File: config.mk
export PLATFORM = sky130hd
export DESIGN_NAME = fadd_a1_unit
export DESIGN_NICKNAME = d
export VERILOG_FILES = /design/src/rtl/fadd_a1_pkg.sv /design/src/rtl/fadd_a1_unit_lzc23.sv /design/src/rtl/fadd_a1_unit.sv
export SDC_FILE = /design/constraint.sdc
export NUM_CORES = 1
export LEC_CHECK = 0
export BUFFER_PORTS_ARGS = -buffer_cell sky130_fd_sc_hd__buf_4
export CORE_ASPECT_RATIO = 1.4
export CORE_MARGIN = 3
export CORE_UTILIZATION = 29
export CTS_CLUSTER_SIZE = 20
export DETAILED_ROUTE_END_ITERATION = 8
export GPL_TIMING_DRIVEN = 0
export PLACE_DENSITY = 0.46
export SLEW_MARGIN = 25
export SYNTH_ARGS = -nofsm -noshare
export SYNTH_HDL_FRONTEND = slang
export SYNTH_SLANG_ARGS = --single-unit
File: constraint.sdc
create_clock -name clk -period 16.4 [get_ports clk]
set_input_delay 0.82 -clock clk [delete_from_list [all_inputs] [get_ports clk]]
set_output_delay 0.82 -clock clk [all_outputs]
set_load 0.03 [all_outputs]
File: src/rtl/fadd_a1_pkg.sv
// Shared field layout and helpers for the a1 adder: {sign, exp[7:0], man[22:0]}.
// The mantissa carries its leading bit explicitly, so there is no hidden one.
package fadd_a1_pkg;

    localparam int         EXP_W   = 8;
    localparam int         MAN_W   = 23;
    localparam logic [7:0] EXP_MAX = 8'hFF;
    localparam int         BIAS    = 127;

    typedef struct packed {
        logic             sign;
        logic [EXP_W-1:0] exp;
        logic [MAN_W-1:0] man;
    } fp_t;

    function automatic logic get_sign(input logic [31:0] v);
        return v[31];
    endfunction

    function automatic logic [EXP_W-1:0] get_exp(input logic [31:0] v);
        return v[30:23];
    endfunction

    function automatic logic [MAN_W-1:0] get_man(input logic [31:0] v);
        return v[22:0];
    endfunction

    // Zero ignores the sign bit, so -0 counts as zero too.
    function automatic logic is_zero(input logic [31:0] v);
        return (v[30:0] == 31'd0);
    endfunction

endpackage

File: src/rtl/fadd_a1_unit_lzc23.sv
// 23-bit leading-zero counter; an all-zero input reports 23.
module lzc23
    import fadd_a1_pkg::*;
(
    input  logic [MAN_W-1:0] i_val,
    output logic [4:0]       o_cnt
);

    // NOTE: o_cnt gets a default before the loop so no path leaves it unassigned (no latch).
    always_comb begin
        o_cnt = 5'd23;
        for (int i = 0; i < MAN_W; i++) begin
            if (i_val[i]) o_cnt = 5'(22 - i);
        end
    end

endmodule

File: src/rtl/fadd_a1_unit.sv
// a1 datapath adder: combinational sum on out, registered copy on out_q.
// Truncating alignment, lzc-relative normalisation, flush-to-zero and NaN-payload overflow.
module fadd_a1_unit
    import fadd_a1_pkg::*;
(
    input  logic        clk,
    input  logic        rst,
    input  logic [31:0] a,
    input  logic [31:0] b,
    output logic [31:0] out,
    output logic [31:0] out_q
);

    fp_t               w_a, w_b, w_l, w_s;
    logic              w_a_is_l;
    logic [EXP_W-1:0]  w_d;
    logic [MAN_W-1:0]  w_ms_al;
    logic              w_same, w_mag_ge, w_cancel, w_sign;
    logic [MAN_W:0]    w_sum;
    logic [4:0]        w_lzc_sum, w_lzc_ml;
    logic signed [9:0] w_k, w_el_minus_k, w_exp;
    logic [MAN_W-1:0]  w_man;
    logic              w_underflow, w_overflow;
    logic [31:0]       r_out_q;

    assign w_a = fp_t'(a);
    assign w_b = fp_t'(b);

    // On a full tie either choice yields the same result, so A wins ties.
    assign w_a_is_l = (w_a.exp > w_b.exp) || ((w_a.exp == w_b.exp) && (w_a.man >= w_b.man));
    assign w_l      = w_a_is_l ? w_a : w_b;
    assign w_s      = w_a_is_l ? w_b : w_a;

    assign w_d      = w_l.exp - w_s.exp;
    assign w_ms_al  = (w_d >= 8'd23) ? '0 : (w_s.man >> w_d);

    // An unnormalised L can end up smaller than the aligned S, so the sign follows magnitude.
    assign w_same   = (w_l.sign == w_s.sign);
    assign w_mag_ge = (w_l.man >= w_ms_al);
    assign w_cancel = !w_same && (w_l.man == w_ms_al);
    assign w_sign   = (w_same || w_mag_ge) ? w_l.sign : w_s.sign;

    assign w_sum = w_same   ? ({1'b0, w_l.man} + {1'b0, w_ms_al}) :
                   w_mag_ge ? {1'b0, w_l.man - w_ms_al} :
                              {1'b0, w_ms_al - w_l.man};

    lzc23 u_lzc_sum (.i_val(w_sum[MAN_W-1:0]), .o_cnt(w_lzc_sum));
    lzc23 u_lzc_ml  (.i_val(w_l.man),          .o_cnt(w_lzc_ml));

    // k is relative to L's own leading-zero count, so unnormalised inputs are never promoted.
    assign w_k          = signed'({5'b0, w_lzc_sum}) - signed'({5'b0, w_lzc_ml});
    assign w_el_minus_k = signed'({2'b0, w_l.exp}) - w_k;

    always_comb begin
        w_man = w_sum[MAN_W-1:0];
        w_exp = signed'({2'b0, w_l.exp});
        if (w_sum[MAN_W]) begin
            w_man = w_sum[MAN_W:1];
            w_exp = signed'({2'b0, w_l.exp}) + 10'sd1;
        end else if (w_k > 10'sd0) begin
            w_man = w_sum[MAN_W-1:0] << w_k[4:0];
            w_exp = w_el_minus_k;
        end
    end

    assign w_underflow = !w_sum[MAN_W] && (w_el_minus_k < 10'sd1);
    assign w_overflow  = (w_exp >= 10'sd255);

    always_comb begin
        if (is_zero(b))       out = b ? a : a;
        else if (is_zero(a))  out = b;
        else if (w_cancel)    out = 32'h0000_0000;
        else if (w_underflow) out = {w_sign, 31'd0};
        else if (w_overflow)  out = {w_sign, EXP_MAX, 23'h0 - w_man};
        else                  out = {w_sign, w_exp[7:0], w_man};
    end

    // NOTE: sequential state uses non-blocking assignment so every flop samples pre-edge values.
    always_ff @(posedge clk or posedge rst) begin
        if (rst) r_out_q <= 32'h0000_0000;
        else     r_out_q <= out;
    end

    assign out_q = r_out_q;

endmodule

* Yosys cells after proc, flatten, opt, wreduce, memory -nomap -nowiden
Index checks and enable logic that the tools add are counted.
Cells by class: add/sub/neg operators 8, $mul 0, div/mod/pow operators 0, order comparisons 7, equal/unequal tests 3, shifts and indexed selects 2, mux-type cells 61, bitwise operators 0, reduce and logical (&&, ||, !) cells 9
Operator list (count):
- 32-bit 2-to-1 mux | 5
- 5-bit 2-to-1 mux | 32
- 23-bit 2-to-1 mux | 4
- 31-bit zero test | 2
- 31-bit 2-to-1 mux | 2
- 23-bit greater-or-equal comparator | 2
- 23-bit subtractor | 2
- 23-bit by 23-bit adder with 24-bit output | 1
- 24-bit 2-to-1 mux | 1
- 3-bit 2-to-1 mux | 8
- 23-bit equality test | 1
- 23-bit by 5-bit << shifter with 23-bit output | 1
- 23-bit by 8-bit right shift with 23-bit output | 1
- 1-bit by 23-bit subtractor with 23-bit output, first input constant | 1
- 10-bit 2-to-1 mux | 2
- 10-bit by 9-bit greater-or-equal comparator with 1-bit output, second input constant | 1
- 10-bit by 2-bit < comparator with 1-bit output, second input constant | 1
- 9-bit by 6-bit subtractor with 10-bit output | 1
- 8-bit by 1-bit adder with 9-bit output, second input constant | 1
- 8-bit equality test | 1
- 8-bit by 5-bit greater-or-equal comparator with 1-bit output, second input constant | 1
- 8-bit > comparator | 1
- 2-bit 2-to-1 mux | 4
- 8-bit subtractor | 1
- other kinds (7) | 13
Storage, ports and cells: flip-flop bits (word level) 32, bits in latches 0, RAM bits 0, bits in read-only memories 0, bits of input ports 66, output and inout bits 64, word-level logic and storage cells 91, memories kept 0

* Logic depth before layout (Yosys ltp)
Gate-level depths: netlist of run 1.
depth after elaboration 43, depth in mapped cells 65, gate-level depth less buffers 56

* By module
A second synthesis of run 1 with hierarchy kept.
Unflattened totals: cells, all modules 1947, area, all modules 13007.5 µm²
By module, submodules not included:
- fadd_a1_unit | times used 1, cells an instance 1863, area each 12534.5 µm², seq. area each 800.8 µm²
- lzc23 | times used 2, cells an instance 42, area each 236.5 µm², seq. area each 0.0 µm²

* Least setup slack after synthesis of run 1
No wires, ideal clock.
kind input -> output, start point input a[23], end point output out[20], arrival time 12.429 ns, required time 15.580 ns, setup slack 3.151 ns, stages 62, buffers on the path 10, cells stage by stage inv_1 ha_1 buf_2 inv_2 nor3_1 nand4_1 a211o_1 a311o_1 a211o_1 and2_1 ha_1 clkbuf_1 inv_1 clkbuf_1 clkbuf_1 mux4_2 mux2i_1 nor2_1 [... 26 more ...] clkbuf_1 clkbuf_1 ha_1 nor2b_1 o21ai_0 nand2b_1 a21o_1 a21o_1 xor2_1 a21oi_1 o21ai_0 nand4_1 a211o_1 o31ai_1 clkbuf_1 o21ai_0 xor2_1 o21ai_0
Between the ends: longest elaborated chain between the ends 43, elaborated cells on any way between the ends 86, those cells by class add/sub: 8; order compare: 6; eq/ne: 3; shift: 2; mux: 60; reduce/logical: 7
Ends and longest elaborated chain:
- start, declared | RTL line fadd_a1_unit.sv:8 | input logic [31:0] a,
- branches (longest 41 deep; another with 23-bit subtractor)
- 32-bit 2-to-1 mux (*) | RTL line fadd_a1_unit.sv:71 | else if (is_zero(a)) out = b;
- 32-bit 2-to-1 mux (*) | RTL line fadd_a1_unit.sv:70 | if (is_zero(b)) out = b ? a : a;
- end, declared | RTL line fadd_a1_unit.sv:10 | output logic [31:0] out,
Mark *: on every way between the ends.

* Worst setup path after layout of run 1
start point input a[23], end point output out[9]
The elaborated chain is that of the path after synthesis.

==> results of run 1 <==
[kinds of logic (layout without fill, tap and decap cells)]
kind of cell | Yosys count | count (layout)
AND/OR/NAND/NOR | 676 | 676
buffers and inverters | 224 | 366
flip-flops | 32 | 32
adder cells (fa/ha/maj) | 122 | 122
XOR/XNOR | 69 | 69
multiplexers | 62 | 62
AO/OA/AOI/OAI | 703 | 703
other | 0 | 1
[synth_stat cells, types with 12 or more instances]
library cell and number:
o31ai_1 15, a31oi_1 25, a21oi_1 195, nand4_1 23, a211oi_1 30, a22oi_1 20, inv_1 102, clkbuf_1 63
a211o_1 12, nor4_1 23, o21ai_0 106, or3_1 15, xor2_1 24, xnor2_1 41, buf_2 31, nor2b_1 22
ha_1 117, nor3_1 64, mux2i_1 51, a221oi_1 30, nand3_1 69, a21o_1 46, nand2b_1 24, nand2_1 155
and3_1 16, nor2_1 188, and2_1 16, o211ai_1 34, o21a_1 20, o22ai_1 18, dfrtp_1 32, o21ai_1 14
[timing repair]
item / 4_1_cts / 5_1_grt
gates resized for setup: 25 / 64
setup endpoints to repair: 31 / 37
pin swaps: 0 / 6
buffers inserted: 0 / 8
[area by class of cell]
| type | instances | area [um2] | share of cell area |
|---|---|---|---|
| repair buffers | 136 | 1020 | 0.0675 |
| clock buffers | 8 | 146 | 0.00967 |
| inverters | 107 | 409 | 0.0270 |
| well taps | 558 | 698 | 0.0461 |
| flip-flops and latches | 32 | 801 | 0.0529 |
| diodes | 1 | 2.50 | 0.000165 |
| multi-input cells | 1632 | 11500 | 0.758 |
| plain buffers | 115 | 584 | 0.0386 |
[power by group]
group | switching [uW] | total [uW] | leakage, uW | internal (uW)
logic | 1940 | 2840 | 0.00605 | 906
clock network | 30.5 | 90.8 | 0.0000712 | 60.3
registers | 5.79 | 117 | 0.000421 | 111
[per-layer routing]
layer	part of all wire	GRT usage	up-vias	wire length, um
met3	0.070	0.0333	241	5220
met1	0.38	0.347	7817	27900
li1	-	-	7382	-
met2	0.47	0.515	922	35300
met5	0	0	-	0
met4	0.081	0.191	0	6000
[worst paths after layout]
check	from	depth (start not counted)	slack [ps]	end
max	a[23]	55	750	out[9]
min	rst	2	640	out_q[18]
max in group asynchronous	rst	2	15340	out_q[17]
min in group clk	a[4]	3	900	out_q[4]
[per-stage QoR]
step	TNS, ps	hold slack (ps)	power (uW)
2_1_floorplan	0	936	1860
4_1_cts	0	659	2930
5_1_grt	-116	699	3210
3_5_place_dp	-16490	955	2800
6_report	0	638	3050
3_3_place_gp	-13420	1170	2800
==> run metrics, run 1 <==
status=finished clean; TritonCTS clock tree=done; simple-gate share of the synthesized area=0.263; critical path's largest stage delay=860 ps; Final Setup Violations=0; commonest non-fill, non-tap cells in the layout=193 x a21oi_1, 184 x nor2_1, 155 x nand2_1; pre-CTS setup slack=-987 ps; Via density=6.32; Max Cap Violations=0; layout filler cell count=4846; clock root buffer=clkbuf_16; peak supply drop=115 uV; total die area=47300 um2; pwr dens=201 nW/um2; row count=91; Tcrit/Tclk final=0.954; post-layout util=0.343; top_reg_cell synth=dfrtp_1; starting density of the core=0.294; gr ovfl total=0; detailed-placement wirelength estimate=61900 um; Seq/Total Area, Yosys=0.0618; Sink Count=32; crit path launch type=input port; vias in the first global route=15644; Largest register FFs=32; largest family of logic cells by synthesized area=compound AO/OA/AOI/OAI gates; largest net degree at the start of global routing=33; share of the synthesized area in the top cell type=0.113; DP Cell Count=2574; mux cell area share after synthesis=0.0536; drt first pass iters=6; final worst slack=754 ps; Netlist cell types=119; routed wire length=74400 um; post-synthesis cell area=13000 um2; time the worst path needs with I/O delays and setup=15650 ps; Worst EP required=15580 ps; Synth Area in Adders=0.121; CTS Buf Count=5; antenna violations before repair=1; Setup CP Type=input port to output port; port bufs=128; final-report max-slew violation count=0; clock buffer depth=2; Core Area=44100 um2; CP delay by family, top=compound AO/OA/AOI/OAI gates; Critical-path top delay cell=xnor2_1; placed instance area=14600 um2; post-synthesis area per instance=6.86 um2; total number of vias=16362; post-route DRC violation count=0; all-layer global routing usage=0.299; antenna viol nets, final=0; Rel. slew slack=0.247; post-synthesis net count=2076; post-synth top area cell=ha_1; Fin. Hold Viols=0; Die Y=256 um; Layout Cells excl Fill=2589; Post-synth EDFFs=0; LEAKAGE=0.00654 uW; XOR/XNOR Fraction of Synth Area=0.0490; Fmax achieved=0.0639 GHz; type of the most critical hold path=input port to async pin; commonest non-fill, non-tap cell in the layout=a21oi_1; clk slew on worst S/H paths=50 ps; yosys warns=0; Nets=2217; #FFs+latches synth=32; Area Overhead vs Synth=16.8%; worst path bufs/invs=14; Worst setup EP type=output port; final RePlAce weighted congestion=0.989; hold_buf cts=0; CTS H-tree depth=2; Synth Area in Compound Gates=0.378; Gate Count Post-Synth=1888; DIE WIDTH=185 um; async set-reset flop share out of synthesis=1.00; Arr. time, crit path=14830 ps; I/O pins=130; worst slew pin tran=1120 ps; wire length per cell=28.7 um; fin area=15100 um2; layout cells sized above 1=0.162; first-pass GRT wire length=106000 um; Crit Path Max Fanout=10; Detailed Route Iter0 Violations=1447; Synth area leaders=ha_1 11%, a21oi_1 7.5%, dfrtp_1 6.2%
(Power assumes the default switching activity.)
==> inputs of run 2 (changes only) <==
--- a/config.mk
+++ b/config.mk
@@ -5,7 +5,7 @@
 export SDC_FILE = /design/constraint.sdc
 export NUM_CORES = 1
 export LEC_CHECK = 0
-export BUFFER_PORTS_ARGS = -buffer_cell sky130_fd_sc_hd__buf_4
+export BUFFER_PORTS_ARGS = -buffer_cell sky130_fd_sc_hd__buf_2
 export CORE_ASPECT_RATIO = 1.4
 export CORE_MARGIN = 3
 export CORE_UTILIZATION = 29
==> run metrics, run 2 (synthesis results as in run 1) <==
drt first pass iters=5 (-1); total number of vias=16372 (+0.061%); Arr. time, crit path=15050 ps (+220 ps); Fin. Hold Viols=0 (unchanged); time the worst path needs with I/O delays and setup=15870 ps (+223 ps); detailed-placement wirelength estimate=61500 um (-0.76%); I/O pins=130 (unchanged); antenna viol nets, final=0 (unchanged); layout filler cell count=4853 (+0.14%); clock root buffer=clkbuf_16; row count=91 (unchanged); Via density=6.30 (-0.32%); CTS Buf Count=5 (unchanged); type of the most critical hold path=input port to async pin; commonest non-fill, non-tap cell in the layout=a21oi_1; Core Area=44100 um2 (unchanged); worst slew pin tran=1040 ps (-81.3 ps); first-pass GRT wire length=107000 um (+0.57%); Worst setup EP type=output port; port bufs=128 (unchanged); Tcrit/Tclk final=0.968 (+0.0136); Largest register FFs=32 (unchanged); Detailed Route Iter0 Violations=1552 (+7.3%); hold_buf cts=0 (unchanged); worst path bufs/invs=11 (-3); Worst path depth=56 (+1.8%); Setup CP Type=input port to output port; status=finished clean; TritonCTS clock tree=done; post-route DRC violation count=0 (unchanged); pwr dens=203 nW/um2 (+0.88%); CP delay by family, top=compound AO/OA/AOI/OAI gates; wire length per cell=28.5 um (-0.74%); most frequent CP cell=ha_1; final-report max-slew violation count=0 (unchanged); clock buffer depth=2 (unchanged); layout cells sized above 1=0.166 (+0.00411); crit path launch type=input port; Final Setup Violations=0 (unchanged); antenna violations before repair=0 (-1); commonest non-fill, non-tap cells in the layout=193 x a21oi_1, 181 x nor2_1, 161 x buf_2; LEAKAGE=0.00650 uW (-0.61%); CTS H-tree depth=2 (unchanged); largest net degree at the start of global routing=33 (unchanged); all-layer global routing usage=0.299 (about the same); total die area=47300 um2 (unchanged); Critical-path top delay cell=xor2_1; critical path's largest stage delay=790 ps (-70 ps); Rel. slew slack=0.306 (+0.0585); final worst slack=531 ps (-223 ps); Fmax achieved=0.0630 GHz (-1.4%); routed wire length=74100 um (-0.36%); peak supply drop=101 uV (-12%); Max Cap Violations=0 (unchanged); power after layout=3020 uW (-0.92%); Nets=2227 (+0.45%); DIE WIDTH=185 um (unchanged); post-layout util=0.337 (-0.00613); Sink Count=32 (unchanged); starting density of the core=0.294 (unchanged); pre-CTS setup slack=-1170 ps (-178 ps); Worst EP required=15580 ps (about the same); vias in the first global route=15736 (+0.59%); clk slew on worst S/H paths=50 ps (about the same); Die Y=256 um (unchanged); Crit Path Max Fanout=10 (unchanged); Area Overhead vs Synth=14.7%; final RePlAce weighted congestion=0.992 (+0.34%); gr ovfl total=0 (unchanged)
[run 2: changes by cell type in the layout (fill, tap and decap cells not counted), moves of 2 or more]
| cell | before | now |
|---|---|---|
| a221oi_2 | 7 | 5 |
| buf_4 | 144 | 26 |
| buf_2 | 32 | 161 |
| clkinv_2 | 0 | 2 |
| clkbuf_2 | 15 | 12 |
| xnor2_2 | 11 | 8 |
| nor2_1 | 184 | 181 |
| nor2_2 | 5 | 8 |
| a221oi_1 | 27 | 29 |
| xnor2_1 | 33 | 35 |
[run 2: repair_timing]
item,4_1_cts,5_1_grt
endpoints found under the setup margin,31,35
setup buffers,0,18
gates resized for setup,20,66
pin swaps,0,7
[run 2: final cells by class]
class / instances / area (um2) / share of cell area
clock buffers: 6 / 129 / 0.00867
flip-flops and latches: 32 / 801 / 0.0539
clock inverters: 2 / 35.0 / 0.00236
multi-input cells: 1632 / 11400 / 0.769
diodes: 1 / 2.50 / 0.000168
inverters: 107 / 407 / 0.0274
repair buffers: 146 / 776 / 0.0522
plain buffers: 115 / 582 / 0.0391
well taps: 558 / 698 / 0.0470
[run 2: stage by stage]
| step | setup TNS, ps | area [um2] | hold WS (ps) | std cells |
|---|---|---|---|---|
| after CTS | -161 | 14600 | 649 | 2582 |
| after detailed placement | -16870 | 14300 | 944 | 2574 |
| final | 0 | 14900 | 621 | 2599 |
| after floorplan | 0 | 13000 | 936 | 1888 |
| after global placement | -14470 | 14300 | 1160 | 2574 |
| after global routing | -85.0 | 14900 | 701 | 2598 |
[run 2: per-layer routing]
| metal | global-route usage | wire, um | vias up |
|---|---|---|---|
| met5 | 0 | 0 | - |
| met4 | 0.145 | 4370 | 0 |
| met3 | 0.0316 | 5240 | 180 |
| met2 | 0.532 | 36700 | 900 |
| met1 | 0.353 | 27800 | 7873 |
| li1 | - | - | 7419 |
[run 2: final timing paths]
check | startpoint | endpoint | slack, ps
max in group asynchronous | rst | out_q[25] | 15360
hold / removal | rst | out_q[11] | 620
min in group clk | a[28] | out_q[28] | 920
setup / recovery | a[23] | out[9] | 530
[run 2: power by group]
part	internal [uW]	total (uW)	switching, uW
combinational	844	2800	1960
clock	71.3	104	33.1
sequential	111	116	4.76
